[src/rtl/demux_write_arbiter_pkg.sv]
// Shared widths, requester indices and the write-port state decode for the
// writeback demux arbiter.
package demux_write_arbiter_pkg;

    localparam int DATA_W    = 20;
    localparam int REGADDR_W = 4;
    localparam int NREQ_DEF  = 4;

    localparam int REQ_ALU  = 0;
    localparam int REQ_LOAD = 1;
    localparam int REQ_IO   = 2;
    localparam int REQ_DBG  = 3;

    typedef enum logic [1:0] {
        WR_IDLE  = 2'd0,
        WR_ISSUE = 2'd1,
        WR_HOLD  = 2'd2
    } wr_state_e;

    // The output register is the state: a held write is one the destination refused.
    function automatic wr_state_e wr_state(input logic we, input logic stall);
        wr_state_e st;
        case ({we, stall})
            2'b10:   st = WR_ISSUE;
            2'b11:   st = WR_HOLD;
            default: st = WR_IDLE;
        endcase
        return st;
    endfunction

endpackage

[src/rtl/demux_write_arbiter_if.sv]
// Requester-side and demux-side signals of the writeback arbiter.
interface demux_write_arbiter_if #(
    parameter int NREQ = 4,
    parameter int DW   = 20,
    parameter int AW   = 4
);
    localparam int GW = (NREQ > 1) ? $clog2(NREQ) : 1;

    logic [NREQ-1:0]    req_valid;
    logic [NREQ-1:0]    req_ready;
    logic [NREQ*DW-1:0] req_data;
    logic [NREQ*AW-1:0] req_addr;
    logic               dmx_stall;
    logic [DW-1:0]      dmx_in;
    logic [AW-1:0]      dmx_addr;
    logic               dmx_we;
    logic [GW-1:0]      dmx_gnt;

    modport slave (
        input  req_valid, req_data, req_addr, dmx_stall,
        output req_ready, dmx_in, dmx_addr, dmx_we, dmx_gnt
    );

    modport master (
        output req_valid, req_data, req_addr, dmx_stall,
        input  req_ready, dmx_in, dmx_addr, dmx_we, dmx_gnt
    );
endinterface

[src/rtl/demux_write_arbiter_rr_pick.sv]
// Combinational round-robin picker: first valid bit at or after ptr_i,
// wrapping modulo NREQ.
module demux_write_arbiter_rr_pick #(
    parameter int NREQ = 4,
    localparam int IW  = $clog2(NREQ)
) (
    input  logic [NREQ-1:0] valid_i,
    input  logic [IW-1:0]   ptr_i,
    output logic [NREQ-1:0] gnt_o,
    output logic [IW-1:0]   idx_o,
    output logic            any_o
);
    localparam logic [IW:0]     NREQ_W = (IW+1)'(NREQ);
    localparam logic [NREQ-1:0] ONE_W  = {{(NREQ-1){1'b0}}, 1'b1};

    logic [IW:0]   sum_s;
    logic [IW:0]   cand_s;
    logic          hit_s;

    // Scan requesters starting at the pointer and keep the first valid one.
    always_comb begin
        gnt_o  = '0;
        idx_o  = '0;
        any_o  = 1'b0;
        sum_s  = '0;
        cand_s = '0;
        hit_s  = 1'b0;
        for (int k = 0; k < NREQ; k++) begin
            sum_s  = {1'b0, ptr_i} + (IW+1)'(k);
            cand_s = (sum_s >= NREQ_W) ? (sum_s - NREQ_W) : sum_s;
            hit_s  = !any_o && valid_i[cand_s[IW-1:0]];
            idx_o  = hit_s ? cand_s[IW-1:0] : idx_o;
            gnt_o  = gnt_o | (hit_s ? (ONE_W << cand_s[IW-1:0]) : '0);
            any_o  = any_o | hit_s;
        end
    end
endmodule

[src/rtl/demux_write_arbiter.sv]
// Round-robin write arbiter feeding the 16-way writeback demux: one requester
// per cycle is registered onto the demux inputs; a destination stall freezes it.
module demux_write_arbiter
    import demux_write_arbiter_pkg::*;
#(
    parameter int NREQ = NREQ_DEF,
    parameter int DW   = DATA_W,
    parameter int AW   = REGADDR_W
) (
    input logic                  clk,
    input logic                  rst_n,
    demux_write_arbiter_if.slave bus
);
    localparam int            IW   = $clog2(NREQ);
    localparam logic [IW-1:0] LAST = IW'(NREQ - 1);

    logic [IW-1:0]   rr_ptr_q, rr_ptr_d;
    logic [IW-1:0]   gnt_q, gnt_d;
    logic            we_q, we_d;
    logic [DW-1:0]   in_q, in_d;
    logic [AW-1:0]   addr_q, addr_d;

    logic [NREQ-1:0] win_oh_s;
    logic [IW-1:0]   win_idx_s;
    logic            win_any_s;
    wr_state_e       state_s;
    logic            can_load_s;

    assign state_s    = wr_state(we_q, bus.dmx_stall);
    assign can_load_s = (state_s != WR_HOLD);

    demux_write_arbiter_rr_pick #(.NREQ(NREQ)) u_pick (
        .valid_i (bus.req_valid),
        .ptr_i   (rr_ptr_q),
        .gnt_o   (win_oh_s),
        .idx_o   (win_idx_s),
        .any_o   (win_any_s)
    );

    // Ready is held low during reset so nothing is considered accepted.
    assign bus.req_ready = (rst_n && can_load_s) ? win_oh_s : '0;

    // Next write: load the winner, drop to a zeroed idle, or hold on stall.
    always_comb begin
        rr_ptr_d = rr_ptr_q;
        gnt_d    = gnt_q;
        we_d     = we_q;
        in_d     = in_q;
        addr_d   = addr_q;
        if (can_load_s && win_any_s) begin
            we_d     = 1'b1;
            in_d     = bus.req_data[win_idx_s*DW +: DW];
            addr_d   = bus.req_addr[win_idx_s*AW +: AW];
            gnt_d    = win_idx_s;
            rr_ptr_d = (win_idx_s == LAST) ? '0 : (win_idx_s + IW'(1));
        end else if (can_load_s) begin
            we_d   = 1'b0;
            in_d   = '0;
            addr_d = '0;
        end else begin
            we_d = we_q;
        end
    end

    // Output register and round-robin pointer.
    always_ff @(posedge clk or negedge rst_n) begin
        if (!rst_n) begin
            rr_ptr_q <= '0;
            gnt_q    <= '0;
            we_q     <= 1'b0;
            in_q     <= '0;
            addr_q   <= '0;
        end else begin
            rr_ptr_q <= rr_ptr_d;
            gnt_q    <= gnt_d;
            we_q     <= we_d;
            in_q     <= in_d;
            addr_q   <= addr_d;
        end
    end

    assign bus.dmx_we   = we_q;
    assign bus.dmx_in   = in_q;
    assign bus.dmx_addr = addr_q;
    assign bus.dmx_gnt  = gnt_q;
endmodule

[src/flat_wrapper.sv]
// flat-port wrapper written by rule: the top's interface ports become plain ports
module demux_write_arbiter_flat import demux_write_arbiter_pkg::*;
#(
    parameter int NREQ = NREQ_DEF,
    parameter int DW   = DATA_W,
    parameter int AW   = REGADDR_W
)
  (clk, rst_n, bus_req_valid, bus_req_data, bus_req_addr, bus_dmx_stall, bus_req_ready, bus_dmx_in, bus_dmx_addr, bus_dmx_we, bus_dmx_gnt);
  demux_write_arbiter_if #(.NREQ(NREQ), .DW(DW), .AW(AW)) bus_i ();
  input logic clk;
  input logic rst_n;
  input wire logic [$bits(bus_i.req_valid)-1:0] bus_req_valid;
  input wire logic [$bits(bus_i.req_data)-1:0] bus_req_data;
  input wire logic [$bits(bus_i.req_addr)-1:0] bus_req_addr;
  input wire logic [$bits(bus_i.dmx_stall)-1:0] bus_dmx_stall;
  output wire logic [$bits(bus_i.req_ready)-1:0] bus_req_ready;
  output wire logic [$bits(bus_i.dmx_in)-1:0] bus_dmx_in;
  output wire logic [$bits(bus_i.dmx_addr)-1:0] bus_dmx_addr;
  output wire logic [$bits(bus_i.dmx_we)-1:0] bus_dmx_we;
  output wire logic [$bits(bus_i.dmx_gnt)-1:0] bus_dmx_gnt;
  assign bus_i.req_valid = bus_req_valid;
  assign bus_i.req_data = bus_req_data;
  assign bus_i.req_addr = bus_req_addr;
  assign bus_i.dmx_stall = bus_dmx_stall;
  assign bus_req_ready = bus_i.req_ready;
  assign bus_dmx_in = bus_i.dmx_in;
  assign bus_dmx_addr = bus_i.dmx_addr;
  assign bus_dmx_we = bus_i.dmx_we;
  assign bus_dmx_gnt = bus_i.dmx_gnt;
  demux_write_arbiter #(.NREQ(NREQ), .DW(DW), .AW(AW)) u_core (.clk(clk), .rst_n(rst_n), .bus(bus_i));
endmodule
[config.mk]
export PLATFORM = sky130hd
export DESIGN_NAME = demux_write_arbiter_flat
export DESIGN_NICKNAME = d
export VERILOG_FILES = /design/src/rtl/demux_write_arbiter_pkg.sv /design/src/rtl/demux_write_arbiter_if.sv /design/src/rtl/demux_write_arbiter_rr_pick.sv /design/src/rtl/demux_write_arbiter.sv /design/src/flat_wrapper.sv
export SDC_FILE = /design/constraint.sdc
export NUM_CORES = 1
export LEC_CHECK = 0
export BUFFER_PORTS_ARGS = -buffer_cell sky130_fd_sc_hd__buf_2
export CAP_MARGIN = 20
export CORE_MARGIN = 10
export CORE_UTILIZATION = 40
export CTS_BUF_LIST = sky130_fd_sc_hd__clkbuf_2
export DETAILED_ROUTE_END_ITERATION = 8
export PLACE_DENSITY = 0.7
export SLEW_MARGIN = 20
export SYNTH_ARGS = -nofsm -noshare
export SYNTH_HDL_FRONTEND = slang
export SYNTH_HIERARCHICAL = 1
export SYNTH_SLANG_ARGS = --single-unit
[constraint.sdc]
create_clock -name clk -period 3.7 [get_ports clk]
set_input_delay 0.185 -clock clk [delete_from_list [all_inputs] [get_ports clk]]
set_output_delay 0.185 -clock clk [all_outputs]
set_load 0.03 [all_outputs]
==> results by group <==
Outcome
  • Status: complete, no violations

Placement
  • Placed inst area: 3110 um2
  • Buffers on Ports: between 100 and 150
  • Placed insts: 380
  • GPL Wtd Cong: around 0.83
  • Final HPWL DP: roughly 6000 um
  • Dpl ws: between 0.5 and 0.6 ns

Power
  • Leakage: approximately 1.5 nW
  • Max VDD drop: 0.441 mV
  • Total Power: 3.16 mW
  • Pwr Density: about 1000 nW/um2

Layout
  • Final #Nets: around 420
  • Non-filler cells, final: between 300 and 400
  • Fin area: around 3200 um2
  • Final core utilization: 0.532
  • # diodes: 0
  • Share of post-route cells with drive strength above 1: 0.588
  • Area delta synth->final: 29.3%

CTS
  • Clk_lat worst skew: approximately 0.33 ns
  • Root Driver: clkbuf_2
  • CTS clock-pin slew for the worst setup and hold paths: ~0.15 ns
  • Clock sinks: 29
  • Clock tree buffer depth: 2
  • Num CTS Buffers: 5
  • # H-tree levels: 2
  • CTS tree: yes

Worst setup path
  • Critical path capture point type: flop
  • Arr. time, crit path: around 3.4 ns
  • Critical Path Source Type: flop
  • Reg-to-Reg Start: u_core/rr_ptr_q[1]
  • CP required: just under 4 ns
  • Critical path type: reg2reg
  • Crit-path max FO: 13
  • Critical path startpoint: u_core/rr_ptr_q[1]

Timing
  • Fmax: around 0.32 GHz
  • Total negative slack: 0 ns
  • Rel. slew slack: 0.379
  • Final hold vios: 0
  • Worst-Margin Slew: between 0.9 and 1 ns
  • Final setup violating endpoints: 0
  • Post-layout worst setup margin: ~0.57 ns
  • Min Tclk post-route: 3.13 ns
  • Slew Limit Fails: 0
  • Tcrit/Tclk final: 0.847
  • WHS: between 0.15 and 0.2 ns
  • Unrepaired setup endpoints after global routing: no
  • Clk_skew: roughly 0.014 ns

Synthesis
  • Yosys warns: 6
  • Syn avg cell area: approximately 13 um2
  • Sequential area share after synthesis: 0.298
  • Post-synth top area cell: dfrtp_1
  • Post-Syn Instances: 186
  • Cell Area, Synth: 2440 um2
  • Synth Net Count: about 300
  • Post-synth cell types: 36
  • Largest cells by area after synthesis: dfrtp_1, mux4_2, a22o_1
  • Yosys top cell area share: 0.298
  • Register bit total from synthesis: 29

Route
  • WL final: around 7300 um
  • Number of vias in the routed layout: 2137
  • First-pass DRT Iterations: 4
  • Starting DRC count in detailed routing: around 80
  • DR DRC count: 0
  • Post-route ant nets: 0
  • Vias per cell: 5.51
  • Wire length per cell: 18.9 um

Global routing
  • First-pass GRT wire length: between 10000 and 15000 um
  • Antenna violations before repair: 0
  • Overall routing resource usage: 0.147
  • Total gr overflow: 0
  • Vias in the first global route: about 2.4k
  • Largest net degree at the start of global routing: 34

Floorplanning
  • IO Pins: roughly 130
  • Core footprint: 5920 um2
  • Area of the die: 9620 um2
  • Die Y: between 90 and 100 um
  • Die width: between 90 and 100 um
  • Initial Utilization: 0.412
  • FP Rows: 28

Worst hold path
  • Min-delay worst type: in2reg
  • HP Start: bus_dmx_stall

Job
  • Maxcap violations: 0
==> Yosys cell counts, drive strengths merged <==
library cell	instances
a2111oi	3
a211o	1
a211oi	1
a21boi	1
a21oi	5
a221oi	1
a22o	24
a22oi	3
a31o	1
and2	1
and3	4
buf	14
clkbuf	6
dfrtp	29
ha	8
inv	2
mux2	7
mux2i	4
mux4	28
nand2	10
nand2b	6
nor2	8
nor2b	7
nor3	1
o21ai	2
o221a	1
o22ai	4
o2bb2ai	4
==> registers in the layout, summed over array words and instances (netlist names) <==
signal               count
u_core/bus.dmx_we        1
u_core/bus.dmx_addr      4
u_core/bus.dmx_gnt       2
u_core/rr_ptr_q          2
u_core/bus.dmx_in       20
==> cells by family (layout without fill, tap and decap cells) <==
| kind of cell | Yosys count | after routing | share of synthesized area |
|---|---|---|---|
| AO/OA/AOI/OAI | 51 | 51 | 0.193 |
| multiplexers | 39 | 39 | 0.322 |
| AND/OR/NAND/NOR | 37 | 37 | 0.0816 |
| flip-flops | 29 | 29 | 0.298 |
| buffers and inverters | 22 | 149 | 0.0647 |
| adder cells (fa/ha/maj) | 8 | 8 | 0.0411 |
==> layout make-up <==
| class | instances | area (um2) |
|---|---|---|
| sequential | 29 | 726 |
| clock buffer | 6 | 30.0 |
| multi-input combinational | 135 | 1560 |
| inverter | 2 | 7.51 |
| tap | 75 | 93.8 |
| fill | 510 | 2770 |
| timing repair buffer | 140 | 733 |
| clock inverter | 1 | 3.75 |
==> power by group <==
part           total [mW]  switching, mW  internal (mW)  leakage, nW
Combinational        2.44           1.28           1.16         1.14
Sequential          0.565         0.0867          0.478        0.351
Clock               0.147          0.103         0.0443       0.0265
Total                3.16           1.47           1.68         1.52
==> worst max-delay path, cell delays in order, from the launching register on <==
cell and delay, ns:
dfrtp_1 0.38, inv_1 0.13, ha_1 0.50, mux2_2 0.43
mux2i_4 0.33, a211o_1 0.20, nand2_2 0.19, buf_12 0.24
mux4_2 0.42, a22o_1 0.21
==> timing repair <==
item / CTS / global route
hold buffers: 1 / 0
buffers inserted: 0 / 0
gates resized for setup: 0 / 0
setup endpoints to repair: 0 / 0
endpoints found under the hold margin: 29 / 0
==> metal layers <==
layer,track usage,wire [um]
met2,0.263,3750
met3,0.0529,601
met4,0.0358,83
met5,0,0
met1,0.162,2900
==> path summary, 6_finish.rpt <==
kind / to / slack (ns) / cells past startpoint
worst max-delay path: u_core/bus.dmx_in[16] / 0.57 / 9
worst min-delay path: u_core/bus.dmx_we / 0.17 / 3
worst max register to register: u_core/bus.dmx_in[16] / 0.57 / 9
worst min register to register: u_core/bus.dmx_addr[0] / 0.52 / 1
max in group asynchronous: u_core/bus.dmx_in[3] / 2.84 / 2
min in group asynchronous: u_core/bus.dmx_in[7] / 0.41 / 2
==> cell usage in the layout (no fill, tap or decap), types with 4 or more instances in the layout <==
cell type | synthesis | routed
buf_2 | 7 | 133
dfrtp_1 | 29 | 29
a22o_1 | 24 | 24
mux4_2 | 22 | 22
nand2_1 | 10 | 9
ha_1 | 8 | 8
nor2_1 | 7 | 7
mux2_2 | 7 | 7
nor2b_1 | 7 | 7
clkbuf_2 | 0 | 6
nand2b_1 | 6 | 6
mux4_1 | 6 | 6
buf_4 | 1 | 5
and3_1 | 4 | 4
o22ai_1 | 4 | 4
o2bb2ai_1 | 4 | 4
a21oi_1 | 4 | 4
Power figures use the tool's default switching activity.
